## config.mk

```make
export PLATFORM = sky130hd
export DESIGN_NAME = pingpong_wr_ctrl
export DESIGN_NICKNAME = d
export VERILOG_FILES = /design/src/rtl/pusch_pp_pkg.sv /design/src/rtl/pingpong_wr_ctrl.sv
export SDC_FILE = /design/constraint.sdc
export NUM_CORES = 1
export LEC_CHECK = 0
export BUFFER_PORTS_ARGS = -buffer_cell sky130_fd_sc_hd__buf_2
export CAP_MARGIN = 40
export CORE_MARGIN = 1
export CORE_UTILIZATION = 40
export DETAILED_ROUTE_END_ITERATION = 10
export GPL_ROUTABILITY_DRIVEN = 0
export PLACE_DENSITY_LB_ADDON = 0.08
export SETUP_SLACK_MARGIN = 0.3
export SLEW_MARGIN = 20
export SYNTH_ARGS = -nofsm -noshare
export SYNTH_HDL_FRONTEND = slang
export SYNTH_SLANG_ARGS = --single-unit
export TNS_END_PERCENT = 30
```

## constraint.sdc

```tcl
create_clock -name CLK -period 6.3 [get_ports CLK]
set_input_delay 0.315 -clock CLK [delete_from_list [all_inputs] [get_ports CLK]]
set_output_delay 0.315 -clock CLK [all_outputs]
set_load 0.02 [all_outputs]
```

## src/rtl/pusch_pp_pkg.sv

```systemverilog
// Shared constants and state encoding for the mapper-to-FFT ping-pong write controller.
package pusch_pp_pkg;

    localparam int unsigned MEM_DEPTH        = 1200;
    localparam int unsigned DATA_WIDTH       = 18;
    localparam int unsigned ADDR_WIDTH       = 11;
    localparam int unsigned LAST_ADDR_OFFSET = 1;

    typedef enum logic [2:0] {
        IDLE,
        FILL,
        PAD,
        CHECK,
        WAIT_RD,
        CLOSE
    } state_e;

endpackage

```

## src/rtl/pingpong_wr_ctrl.sv

```systemverilog
// Ping-pong bank write controller: fills one symbol block per bank, then hands it to the FFT reader.
// Latency: accepted sample appears on wr_en/wr_addr/wr_data one cycle later; all outputs registered.
// Backpressure: mod_ready only in FILL; held low while the reader drains (WAIT_RD). PINGPONG_ZERO_PAD_EN zero-fills flushed blocks.
import pusch_pp_pkg::*;

module pingpong_wr_ctrl #(
    parameter int unsigned MEM_DEPTH  = pusch_pp_pkg::MEM_DEPTH,
    parameter int unsigned DATA_WIDTH = pusch_pp_pkg::DATA_WIDTH,
    parameter int unsigned ADDR_WIDTH = pusch_pp_pkg::ADDR_WIDTH
) (
    input  logic                  CLK,
    input  logic                  RST,
    input  logic                  cfg_start,
    input  logic                  cfg_stop,
    input  logic [ADDR_WIDTH-1:0] cfg_len,
    input  logic                  mod_valid,
    input  logic [DATA_WIDTH-1:0] mod_data,
    output logic                  mod_ready,
    input  logic                  flush,
    input  logic                  rd_busy,
    output logic                  wr_en,
    output logic [ADDR_WIDTH-1:0] wr_addr,
    output logic [DATA_WIDTH-1:0] wr_data,
    output logic                  bank_sel,
    output logic                  bank_switch,
    output logic                  block_done,
    output logic [ADDR_WIDTH-1:0] last_addr,
    output logic                  cfg_err,
    output logic                  ovf_err
);

    state_e                  state_q;
    logic [ADDR_WIDTH-1:0]   count_q, count_d, len_q, wr_addr_q, last_addr_q;
    logic [DATA_WIDTH-1:0]   wr_data_q;
    logic                    wr_en_q, bank_sel_q, bank_switch_q, block_done_q;
    logic                    cfg_err_q, ovf_err_q, stop_q;
    logic                    accept, len_legal;

    assign mod_ready = (state_q == FILL);
    assign accept    = mod_valid & mod_ready;
    assign len_legal = (cfg_len != '0) && (cfg_len <= ADDR_WIDTH'(MEM_DEPTH));

    always_comb begin
        count_d = count_q;
        if (accept) count_d = count_q + ADDR_WIDTH'(1);
    end

    always_ff @(posedge CLK or negedge RST) begin
        if (!RST) begin
            state_q       <= IDLE;
            count_q       <= '0;
            len_q         <= '0;
            wr_en_q       <= 1'b0;
            wr_addr_q     <= '0;
            wr_data_q     <= '0;
            bank_sel_q    <= 1'b1;
            bank_switch_q <= 1'b0;
            block_done_q  <= 1'b0;
            last_addr_q   <= '0;
            cfg_err_q     <= 1'b0;
            ovf_err_q     <= 1'b0;
            stop_q        <= 1'b0;
        end else begin
            wr_en_q       <= 1'b0;
            bank_switch_q <= 1'b0;
            block_done_q  <= 1'b0;
            cfg_err_q     <= 1'b0;
            if (mod_valid && !mod_ready && state_q != IDLE) ovf_err_q <= 1'b1;
            if (cfg_stop && state_q != IDLE) stop_q <= 1'b1;

            case (state_q)
                IDLE: begin
                    if (cfg_start) begin
                        if (len_legal) begin
                            len_q     <= cfg_len;
                            count_q   <= '0;
                            ovf_err_q <= 1'b0;
                            state_q   <= FILL;
                        end else begin
                            cfg_err_q <= 1'b1;
                        end
                    end
                end
                FILL: begin
                    if (accept) begin
                        wr_en_q   <= 1'b1;
                        wr_addr_q <= count_d;
                        wr_data_q <= mod_data;
                        count_q   <= count_d;
                    end
                    // A sample accepted alongside flush is counted before the flush is judged.
                    if (accept && count_d == len_q) begin
                        state_q <= CHECK;
                    end else if (flush && count_d != '0) begin
`ifdef PINGPONG_ZERO_PAD_EN
                        state_q <= PAD;
`else
                        state_q <= CHECK;
`endif
                    end
                end
`ifdef PINGPONG_ZERO_PAD_EN
                PAD: begin
                    wr_en_q   <= 1'b1;
                    wr_addr_q <= count_q + ADDR_WIDTH'(1);
                    wr_data_q <= '0;
                    count_q   <= count_q + ADDR_WIDTH'(1);
                    if (count_q + ADDR_WIDTH'(1) == len_q) state_q <= CHECK;
                end
`endif
                CHECK, WAIT_RD: begin
                    if (rd_busy) begin
                        state_q <= WAIT_RD;
                    end else begin
                        block_done_q  <= 1'b1;
                        bank_switch_q <= 1'b1;
                        last_addr_q   <= count_q + ADDR_WIDTH'(LAST_ADDR_OFFSET);
                        bank_sel_q    <= ~bank_sel_q;
                        count_q       <= '0;
                        state_q       <= CLOSE;
                    end
                end
                CLOSE: begin
                    stop_q  <= 1'b0;
                    state_q <= (stop_q || cfg_stop) ? IDLE : FILL;
                end
                default: state_q <= IDLE;
            endcase
        end
    end

    assign wr_en       = wr_en_q;
    assign wr_addr     = wr_addr_q;
    assign wr_data     = wr_data_q;
    assign bank_sel    = bank_sel_q;
    assign bank_switch = bank_switch_q;
    assign block_done  = block_done_q;
    assign last_addr   = last_addr_q;
    assign cfg_err     = cfg_err_q;
    assign ovf_err     = ovf_err_q;

endmodule

```

# After elaboration in Yosys (flattened, before gate mapping)

Index checks and enable logic that the tools add are counted.

Flip-flop bits (word level): 71
Input bits: 36
Logic and storage cells: 73
Output and inout port bits: 47

Reductions and logical operators: 20
Add/sub/neg operators: 1
Bitwise gates (word level): 3
$lt $le $gt $ge: 1
Eq/ne operators: 10
Muxes and demuxes: 26

Operator list:

| cell                                                    | count |
|---|---|
| 2-to-1 mux 11 bit                                       | 5 |
| case mux 11 bit (3 select lines)                        | 1 |
| nonzero test 11 bit                                     | 2 |
| 2-to-1 mux 1 bit                                        | 15 |
| 2-to-1 mux 3 bit                                        | 4 |
| case mux 3 bit (4 select lines)                         | 1 |
| adder 11 x 1 -> 11 bit (second input constant)          | 1 |
| equality test 11 bit                                    | 1 |
| less-or-equal comparator 11 bit (second input constant) | 1 |
| equality test 3 bit (second input constant)             | 2 |
| logical AND 1 bit                                       | 6 |
| inequality test 2 bit (second input constant)           | 3 |
| AND reduction 3 bit                                     | 2 |
| nonzero test 3 bit                                      | 2 |
| AND reduction 5 bit                                     | 1 |
| AND reduction 2 bit                                     | 2 |
| equality test 3 x 1 -> 1 bit (second input constant)    | 1 |
| equality test 3 x 2 -> 1 bit (second input constant)    | 1 |
| zero test 3 bit                                         | 1 |
| inequality test 3 x 1 -> 1 bit (second input constant)  | 1 |
| inequality test 2 x 1 -> 1 bit (second input constant)  | 1 |
| NOT 1 bit                                               | 2 |
| nonzero test 2 bit                                      | 1 |
| OR reduction 2 bit                                      | 1 |
| 3 further kinds                                         | 3 |

# Logic depth before layout (Yosys ltp)

Gate-level depths: netlist of run 1.

Depth after elaboration: 8
Gate-level depth with buffers: 10
Gate-level depth less buffers: 7

# Worst setup path after synthesis of run 1

Ideal clock, no wire load.

Path type: register to register
Start point: register state_q[0]
End point: register state_q[1]
Path buffers: 1
Setup time: 110 ps
Data required time: 6,190 ps
Data arrival time: 1,943 ps
Clock period less this slack: 2,054 ps
Stages on the path, launching flop included: 8
Path slack: 4,246 ps
Cells stage by stage: dfrtp_1 > clkbuf_1 > nor3b_1 > nand3_1 > xor2_1 > nand2_1 > nand4_1 > o41ai_1

Cells in the longest elaborated chain, start to end: 7
Elaborated cells on any way between the ends: 18
Those cells by class: 8 x eq/ne; 3 x mux; 1 x bitwise; 6 x reduce/logical

Ends and longest elaborated chain:

| item                                                                   | RTL line                                       | source |
|---|---|---|
| from (decl)                                                            | pingpong_wr_ctrl.sv:32                         | `state_e state_q;` |
| from (signal assigned)                                                 | pingpong_wr_ctrl.sv:125                        | `state_q <= (stop_q \|\| cfg_stop) ? IDLE : FILL;` |
| equality test 3 x 1 -> 1 bit (*)                                       | pingpong_wr_ctrl.sv:39                         | `assign mod_ready = (state_q == FILL);` |
| via mod_ready                                                          | pingpong_wr_ctrl.sv:18                         | `output logic mod_ready,` |
| bitwise AND 1 bit                                                      | pingpong_wr_ctrl.sv:40                         | `assign accept = mod_valid & mod_ready;` |
| 2-to-1 mux 11 bit                                                      | pingpong_wr_ctrl.sv:45                         | `if (accept) count_d = count_q + ADDR_WIDTH'(1);` |
| equality test 11 bit or nonzero test 11 bit (tied branches)            | pingpong_wr_ctrl.sv:92, pingpong_wr_ctrl.sv:94 |  |
| logical AND 1 bit (on tied branches)                                   | pingpong_wr_ctrl.sv:92, pingpong_wr_ctrl.sv:94 |  |
| 2-to-1 mux 3 bit or inequality test 3 x 1 -> 1 bit (tied branches)     | n/a                                            |  |
| case mux 3 bit (4 select lines) or AND reduction 3 bit (tied branches) | n/a                                            |  |

The timed path passes the listed nets; every way through them passes the cells marked *.
A chain may end at the register's enable or synchronous reset.

# Worst setup path in the final report of run 1

Start point: register state_q[1]
End point: register state_q[1]

Cells in the longest elaborated chain, start to end: 7
Elaborated cells on any way between the ends: 18
Those cells by class: 8 x eq/ne; 3 x mux; 1 x bitwise; 6 x reduce/logical

Ends and longest elaborated chain:

| item                                                                   | RTL line |
|---|---|
| equality test 3 x 1 -> 1 bit                                           | pingpong_wr_ctrl.sv:39, pingpong_wr_ctrl.sv:71 |
| bitwise AND 1 bit                                                      | pingpong_wr_ctrl.sv:40 |
| 2-to-1 mux 11 bit                                                      | pingpong_wr_ctrl.sv:45 |
| equality test 11 bit or nonzero test 11 bit (tied branches)            | pingpong_wr_ctrl.sv:92, pingpong_wr_ctrl.sv:94 |
| logical AND 1 bit (on tied branches)                                   | pingpong_wr_ctrl.sv:92, pingpong_wr_ctrl.sv:94 |
| 2-to-1 mux 3 bit or inequality test 3 x 1 -> 1 bit (tied branches)     | n/a |
| case mux 3 bit (4 select lines) or AND reduction 3 bit (tied branches) | n/a |

Parallel ways exist; a longest one is shown, timed or not.

==> out/metrics.json, run 1 <==
{
  "fin_crit_ps": 2650,
  "worst_flop_to_flop_path_endpoint": "state_q[1]$_DFFE_PN0P_",
  "area_delta_synth_final_pct": 21.0,
  "via_per_inst": 4.93,
  "maximum_clock_frequency_mhz": 377,
  "dieHeight_microns": 93.3,
  "switching_power_mw": 0.787,
  "intPower_mw": 1.14,
  "detailedPlace.worstSlack_ps": 3670,
  "cts_inserted_buffers": 9,
  "r2r-start": "state_q[1]$_DFFE_PN0P_",
  "tritoncts": "built",
  "irDropWorstVdd_mv": 0.165,
  "powerDensity_nw_per_um2": 478,
  "number_of_antenna_violations_at_the_first_check_in_global_routing": 0,
  "top_post_synthesis_cells_by_count": "sky130_fd_sc_hd__nand2_1, sky130_fd_sc_hd__dfrtp_1, sky130_fd_sc_hd__nor2_1",
  "fraction_of_power_spent_switching_nets": 0.408,
  "power.leakage_nw": 1.99,
  "clk_root_buffer_cell": "sky130_fd_sc_hd__clkbuf_8",
  "die-width_microns": 93.3,
  "drtAntennaViolNets": 0,
  "outcome": "completed",
  "reg2regPathDepth": 8,
  "netlist_area_sq_um": 3330,
  "fin_setup_tns_ps": 0,
  "clock_insertion_delay_worst_skew_ps": 350,
  "global_route.overflow_total": 0,
  "period_share": 0.421,
  "netlist_instances": 339,
  "cts_resized": 0,
  "pin_count": 83,
  "max_cap_viol_count": 0,
  "startpoint_type": "register",
  "grt_pass1_wl_microns": 11400,
  "timing.hold.worst.start": "mod_data[9]",
  "fin_nets": 451,
  "final.setup.worst_slack_ps": 3650,
  "drtIter0Drc": 186,
  "track_usage": 0.172,
  "ys_seq_elements": 71,
  "worstMarginPinSlew_ps": 570,
  "synth_top_cell_area_share": 0.525,
  "finalPower_mw": 1.93,
  "post_route_drc_violation_count": 0,
  "avg_inst_size_synth_sq_um": 9.84,
  "design.die.area_sq_um": 8700,
  "core_sq_um": 7890,
  "io_buffer_count": 82,
  "drive_gt1_frac": 0.298,
  "pwr-share-clk": 0.188,
  "postSynth.asyncResetShare": 1.00,
  "netlist.top_cell.by_area": "sky130_fd_sc_hd__dfrtp_1",
  "min_path_type": "input pin to register",
  "critical_path_arrival_ps": 2860,
  "min_path_cells": 3,
  "cp-end-kind": "register",
  "worst-setup-path-type": "register to register",
  "slew_headroom": 0.619,
  "hold_viol_final": 0,
  "critPathMaxFanout": 54,
  "cp.required_ps": 6510,
  "first_global_vias": 2291,
  "drt_pre_antenna_iters": 4,
  "ctsHtreeMaxLevel": 3,
  "syn-num-nets": 376,
  "floorplan.rows": 32,
  "setup_viol": 0,
  "power.share.sequential": 0.398,
  "yosys_most_used_dff": "sky130_fd_sc_hd__dfrtp_1",
  "n_antenna_cell": 0,
  "min_to": "wr_data[9]$_DFFE_PN0P_",
  "multi_input_area_sq_um": 1430,
  "largest_cells_by_area_after_synthesis": "sky130_fd_sc_hd__dfrtp_1, sky130_fd_sc_hd__nand2_1, sky130_fd_sc_hd__mux2_4",
  "final-seq-area_sq_um": 1780,
  "pwr-share-comb": 0.414,
  "detailedPlacementHpwl_microns": 5000,
  "ctsLongestPathBuffers": 2,
  "initial_core_util": 0.423,
  "synth.yosys.seq_area_share": 0.533,
  "rsz0062_at_grt": "false",
  "grt_max_degree": 55,
  "r2r_setup_slack_ps": 3650,
  "clkSlewWorstSetupHoldPaths_ps": 80,
  "synth-edff-count": 0,
  "dr_total_vias": 2569,
  "clock_sinks": 71,
  "finalWirelength_microns": 6990,
  "yosysWarnings": 0,
  "num-fill-cells": 766,
  "post_drt_wl_per_cell_microns": 13.4,
  "ys_types": 52,
  "cell_with_the_most_instances_after_synthesis": "sky130_fd_sc_hd__nand2_1",
  "worst_clock_skew_ps": 11.2,
  "final_max_slew_viol_count": 0
}
## critical path: stages, from the launching register on
cell and delay (ps):
sky130_fd_sc_hd__dfrtp_1 500, sky130_fd_sc_hd__nand4bb_2 200, sky130_fd_sc_hd__buf_4 450, sky130_fd_sc_hd__inv_1 430, sky130_fd_sc_hd__a21o_1 280, sky130_fd_sc_hd__a21oi_1 130, sky130_fd_sc_hd__o211ai_1 110, sky130_fd_sc_hd__o311ai_1 260
sky130_fd_sc_hd__o41ai_1 130
## cells in the final DEF, fill, tap and decap left out, types with 4 or more instances in the layout
master and count:
sky130_fd_sc_hd__xnor2_1 15, sky130_fd_sc_hd__clkbuf_8 10, sky130_fd_sc_hd__and3_1 4, sky130_fd_sc_hd__nand3_1 8, sky130_fd_sc_hd__o21ai_0 14, sky130_fd_sc_hd__o2bb2ai_1 5
sky130_fd_sc_hd__nor3_1 8, sky130_fd_sc_hd__buf_2 82, sky130_fd_sc_hd__a21oi_1 16, sky130_fd_sc_hd__nor4_1 5, sky130_fd_sc_hd__xor2_1 8, sky130_fd_sc_hd__dfrtp_1 70
sky130_fd_sc_hd__inv_1 5, sky130_fd_sc_hd__mux2_4 9, sky130_fd_sc_hd__nor2_1 29, sky130_fd_sc_hd__nand2_1 76
## cells by family (layout without fill, tap and decap cells)
group / count (synthesis) / after routing / share of synthesized area
xor+xnor: 23 / 23 / 0.0604
compound gates: 57 / 57 / 0.113
flops: 71 / 71 / 0.533
mux: 13 / 13 / 0.0537
buf+inv: 29 / 109 / 0.0394
simple gates: 145 / 145 / 0.197
fa+ha+maj: 1 / 1 / 0.00375
## registers in the layout, summed over array words and instances (netlist names), 3 cells and up
register	count
wr_data	18
count_q	11
last_addr	11
len_q	11
wr_addr	11
state_q	3
## worst max-delay path by stage
stage	start	end	slack, ps	cells past startpoint
global placement	state_q[2]$_DFFE_PN0P_	state_q[1]$_DFFE_PN0P_	3510	8
finish	state_q[1]$_DFFE_PN0P_	state_q[1]$_DFFE_PN0P_	3650	8
global route	state_q[1]$_DFFE_PN0P_	state_q[1]$_DFFE_PN0P_	3350	8
CTS	state_q[1]$_DFFE_PN0P_	state_q[1]$_DFFE_PN0P_	3650	8
detailed placement	state_q[1]$_DFFE_PN0P_	state_q[1]$_DFFE_PN0P_	3670	8
floorplan	state_q[0]$_DFFE_PN0P_	state_q[1]$_DFFE_PN0P_	4250	7
## metal layers
metal,share of wire,global-route usage
met2,0.42,0.229
met1,0.52,0.262
met3,0.052,0.0480
met5,0,0
met4,0.010,0.0615
## per-stage QoR
step / area (sq um) / hold slack [ps] / utilization / instances
after floorplan: 3330 / 19.4 / - / 339
after global placement: 3790 / 458 / 0.480 / 502
after detailed placement: 3830 / 338 / 0.485 / 504
after CTS: 4030 / 141 / 0.511 / 521
after global routing: 4030 / 130 / 0.511 / 521
final: 4030 / 151 / 0.511 / 521
## cell type report
class / count / area share
Clock inverter: 6 / 0.0149
Inverter: 5 / 0.00465
Clock buffer: 10 / 0.0341
Sequential cell: 71 / 0.441
Tap cell: 102 / 0.0316
Timing Repair Buffer: 88 / 0.119
Multi-Input combinational cell: 239 / 0.355
## timing repair
item / in CTS / in global routing
hold buffers: 1 / 0
buffers inserted: 0 / 0
endpoints found under the hold margin: 25 / 0
## power groups by stage
stage	logic [mW]	clock network [mW]	registers, mW
after detailed placement	0.807	0	0.778
after floorplan	0.478	0	0.864
after global placement	0.794	0	0.774
final	0.799	0.363	0.767
after CTS	0.811	0.375	0.769
after global routing	0.893	0.398	0.793
(Power assumes the default switching activity.)
==> run 2, diff against run 1 <==
- clock period: 6.3 -> 2.55 ns (I/O delays scaled with it)
==> run 2 against run 1 <==
Clock-buffer cell count is 1 higher. Routed wire length is 5.3% higher. Sequential power rose by 150%. Global-route usage grew 0.94 points. Total power rose to 2.6 times the previous value. Largest cell class unchanged. Clock power grew to 3.0 times the previous value. Core utilization grew 3.7 points. Sequential share of layout area shrank 2.9 points.
==> out/metrics.json, run 2 (synthesis gave the netlist of run 1 again) <==
{
  "hold_viol_final": {"value": 0, "change": "unchanged"},
  "outcome": {"value": "completed", "change": "unchanged"},
  "clock_sinks": {"value": 71, "change": "unchanged"},
  "worst-setup-path-type": {"value": "register to register", "change": "unchanged"},
  "max_cap_viol_count": {"value": 0, "change": "unchanged"},
  "io_buffer_count": {"value": 82, "change": "unchanged"},
  "flip_flop_count_of_the_largest_register_after_layout": {"value": 18, "change": "unchanged"},
  "initial_core_util": {"value": 0.423, "change": "unchanged"},
  "clk_root_buffer_cell": {"value": "sky130_fd_sc_hd__clkbuf_8", "change": "unchanged"},
  "cp-end-kind": {"value": "register", "change": "unchanged"},
  "worstPathCellList": {"value": "buf_4 -> nand3_1 -> nor4_4 -> and4b_1 -> a211oi_1 -> o311ai_1 -> o41ai_1", "change": "was nand4bb_2 -> buf_4 -> inv_1 -> a21o_1 -> a21oi_1 -> o211ai_1 -> o311ai_1 -> o41ai_1"},
  "post_drt_wl_per_cell": {"value": 13.6, "unit": "microns", "change": "was 13.4 microns"},
  "global_route.overflow_total": {"value": 0, "change": "unchanged"},
  "placement.cell_area": {"value": 3840, "unit": "sq um", "change": "was 3830 sq um"},
  "core": {"value": 7890, "unit": "sq um", "change": "unchanged"},
  "layout_commonest_cell": {"value": "sky130_fd_sc_hd__buf_2", "change": "unchanged"},
  "ctsHtreeMaxLevel": {"value": 3, "change": "unchanged"},
  "via_per_inst": {"value": 4.95, "change": "was 4.93"},
  "reg2regPathDepth": {"value": 7, "change": "was 8"},
  "critical_path_arrival": {"value": 2290, "unit": "ps", "change": "was 2860 ps"},
  "period_share": {"value": 0.816, "change": "was 0.421"},
  "area_delta_synth_final": {"value": 29.6, "unit": "%", "change": "was 21.0%"},
  "powerDensity": {"value": 1180, "unit": "nW/um^2", "change": "was 478 nW/um^2"},
  "floorplan.rows": {"value": 32, "change": "unchanged"},
  "power.leakage": {"value": 2.08, "unit": "nW", "change": "was 1.99 nW"},
  "tritoncts": {"value": "built", "change": "unchanged"},
  "ctsLongestPathBuffers": {"value": 2, "change": "unchanged"},
  "critPathMaxFanout": {"value": 10, "change": "was 54"},
  "max_stage_delay": {"value": 430, "unit": "ps", "change": "was 500 ps"},
  "detailedPlacementHpwl": {"value": 5170, "unit": "microns", "change": "was 5000 microns"},
  "slew_headroom": {"value": 0.632, "change": "was 0.619"},
  "drive_gt1_frac": {"value": 0.306, "change": "was 0.298"},
  "crit_slowest_cell": {"value": "sky130_fd_sc_hd__nor4_4", "change": "was sky130_fd_sc_hd__dfrtp_1"},
  "cp.required": {"value": 2760, "unit": "ps", "change": "was 6510 ps"},
  "irDropWorstVdd": {"value": 0.387, "unit": "mV", "change": "was 0.165 mV"},
  "worst_path_buffer_plus_inverter_count": {"value": 1, "change": "was 2"},
  "rsz0062_at_grt": {"value": "false", "change": "unchanged"},
  "die-width": {"value": 93.3, "unit": "microns", "change": "unchanged"},
  "dieHeight": {"value": 93.3, "unit": "microns", "change": "unchanged"},
  "fin_nets": {"value": 473, "change": "was 451"},
  "leading_cell_types_in_the_layout_fill_and_taps_excluded": {"value": "sky130_fd_sc_hd__buf_2, sky130_fd_sc_hd__nand2_1, sky130_fd_sc_hd__dfrtp_1, sky130_fd_sc_hd__nor2_1, sky130_fd_sc_hd__dlygate4sd3_1", "change": "was sky130_fd_sc_hd__buf_2, sky130_fd_sc_hd__nand2_1, sky130_fd_sc_hd__dfrtp_1, sky130_fd_sc_hd__nor2_1, sky130_fd_sc_hd__a21oi_1"},
  "number_of_antenna_violations_at_the_first_check_in_global_routing": {"value": 0, "change": "unchanged"},
  "worst_clock_skew": {"value": 5.66, "unit": "ps", "change": "was 11.2 ps"},
  "fin_setup_tns": {"value": 0, "unit": "ps", "change": "unchanged"},
  "cts_inserted_buffers": {"value": 9, "change": "unchanged"},
  "grt_pass1_wl": {"value": 12100, "unit": "microns", "change": "was 11400 microns"},
  "finalWirelength": {"value": 7370, "unit": "microns", "change": "was 6990 microns"},
  "clkSlewWorstSetupHoldPaths": {"value": 70, "unit": "ps", "change": "was 80 ps"},
  "drtIter0Drc": {"value": 138, "change": "was 186"},
  "drt_pre_antenna_iters": {"value": 4, "change": "unchanged"},
  "r2r_setup_slack": {"value": 470, "unit": "ps", "change": "was 3650 ps"},
  "stdcell_area": {"value": 4320, "unit": "sq um", "change": "was 4030 sq um"},
  "clock_insertion_delay_worst_skew": {"value": 340, "unit": "ps", "change": "was 350 ps"},
  "worst_flop_to_flop_path_endpoint": {"value": "state_q[1]$_DFFE_PN0P_", "change": "unchanged"},
  "worstMarginPinSlew": {"value": 548, "unit": "ps", "change": "was 570 ps"},
  "hold-worst-slack": {"value": 29.9, "unit": "ps", "change": "was 151 ps"},
  "drtAntennaViolNets": {"value": 0, "change": "unchanged"},
  "critical_path_cell_count": {"value": 7, "change": "was 8"},
  "post_route_drc_violation_count": {"value": 0, "change": "unchanged"},
  "dr_total_vias": {"value": 2686, "change": "was 2569"},
  "track_usage": {"value": 0.181, "change": "was 0.172"},
  "cp-startpoint": {"value": "count_q[0]$_DFFE_PN0P_", "change": "was state_q[1]$_DFFE_PN0P_"},
  "setup_viol": {"value": 0, "change": "unchanged"},
  "first_global_vias": {"value": 2444, "change": "was 2291"},
  "min_path_type": {"value": "input pin to register", "change": "unchanged"},
  "pin_count": {"value": 83, "change": "unchanged"},
  "grt_max_degree": {"value": 37, "change": "was 55"},
  "r2r-start": {"value": "count_q[0]$_DFFE_PN0P_", "change": "was state_q[1]$_DFFE_PN0P_"},
  "startpoint_type": {"value": "register", "change": "unchanged"},
  "fin_crit": {"value": 2080, "unit": "ps", "change": "was 2650 ps"},
  "n_antenna_cell": {"value": 0, "change": "unchanged"},
  "final_max_slew_viol_count": {"value": 0, "change": "unchanged"},
  "num-fill-cells": {"value": 743, "change": "was 766"},
  "cpLargestDelayFamily": {"value": "simple AND/OR/NAND/NOR gates", "change": "was compound AO/OA/AOI/OAI gates"},
  "maximum_clock_frequency": {"value": 481, "unit": "MHz", "change": "was 377 MHz"},
  "design.die.area": {"value": 8700, "unit": "sq um", "change": "unchanged"},
  "crit_path_end": {"value": "state_q[1]$_DFFE_PN0P_", "change": "unchanged"}
}
## run 2: layer usage
metal / global-route usage / part of all wire
met3: 0.0358 / 0.055
met5: 0 / 0
met4: 0.0769 / 0.010
met2: 0.263 / 0.44
met1: 0.263 / 0.49
## run 2: power by group
group	switching, mW	internal (mW)	total, mW	leakage [nW]
clock	0.422	0.677	1.10	0.116
sequential	0.316	1.56	1.88	0.888
combinational	1.24	0.875	2.12	1.08
## run 2: worst min-delay path by stage
stage	depth (start not counted)	from	slack [ps]	end
floorplan	0	RST	-170	block_done$_DFF_PN0_
detailed placement	2	RST	200	block_done$_DFF_PN0_
CTS	2	cfg_len[2]	20	len_q[2]$_DFFE_PN0P_
finish	2	cfg_len[2]	30	len_q[2]$_DFFE_PN0P_
global route	2	cfg_len[0]	20	len_q[0]$_DFFE_PN0P_
global placement	3	mod_data[10]	320	wr_data[10]$_DFFE_PN0P_
## run 2: layout make-up
| type | instances | area, sq um | area share |
|---|---|---|---|
| clock buffer | 11 | 141 | 0.0327 |
| multi-input combinational | 239 | 1460 | 0.339 |
| sequential | 71 | 1780 | 0.412 |
| inverter | 5 | 22.5 | 0.00521 |
| tap | 102 | 128 | 0.0295 |
| timing repair buffer | 110 | 681 | 0.157 |
| clock inverter | 5 | 105 | 0.0243 |
## run 2: stage by stage
stage / cells / util / power, mW / setup slack, ps
after floorplan: 339 / - / 3.32 / 496
after global placement: 507 / 0.485 / 3.93 / 363
after detailed placement: 508 / 0.487 / 3.97 / 277
after CTS: 543 / 0.543 / 5.11 / 308
after global routing: 543 / 0.548 / 5.48 / 311
final: 543 / 0.548 / 5.10 / 470
## run 2: timing repair
item / 4_1_cts / 5_1_grt
pin swaps: 0 / 1
hold buffers: 19 / 0
buffers inserted: 0 / 0
resized for setup: 1 / 8
hold endpoints to repair: 52 / 0
endpoints found under the setup margin: 1 / 1
cloned: 0 / 0
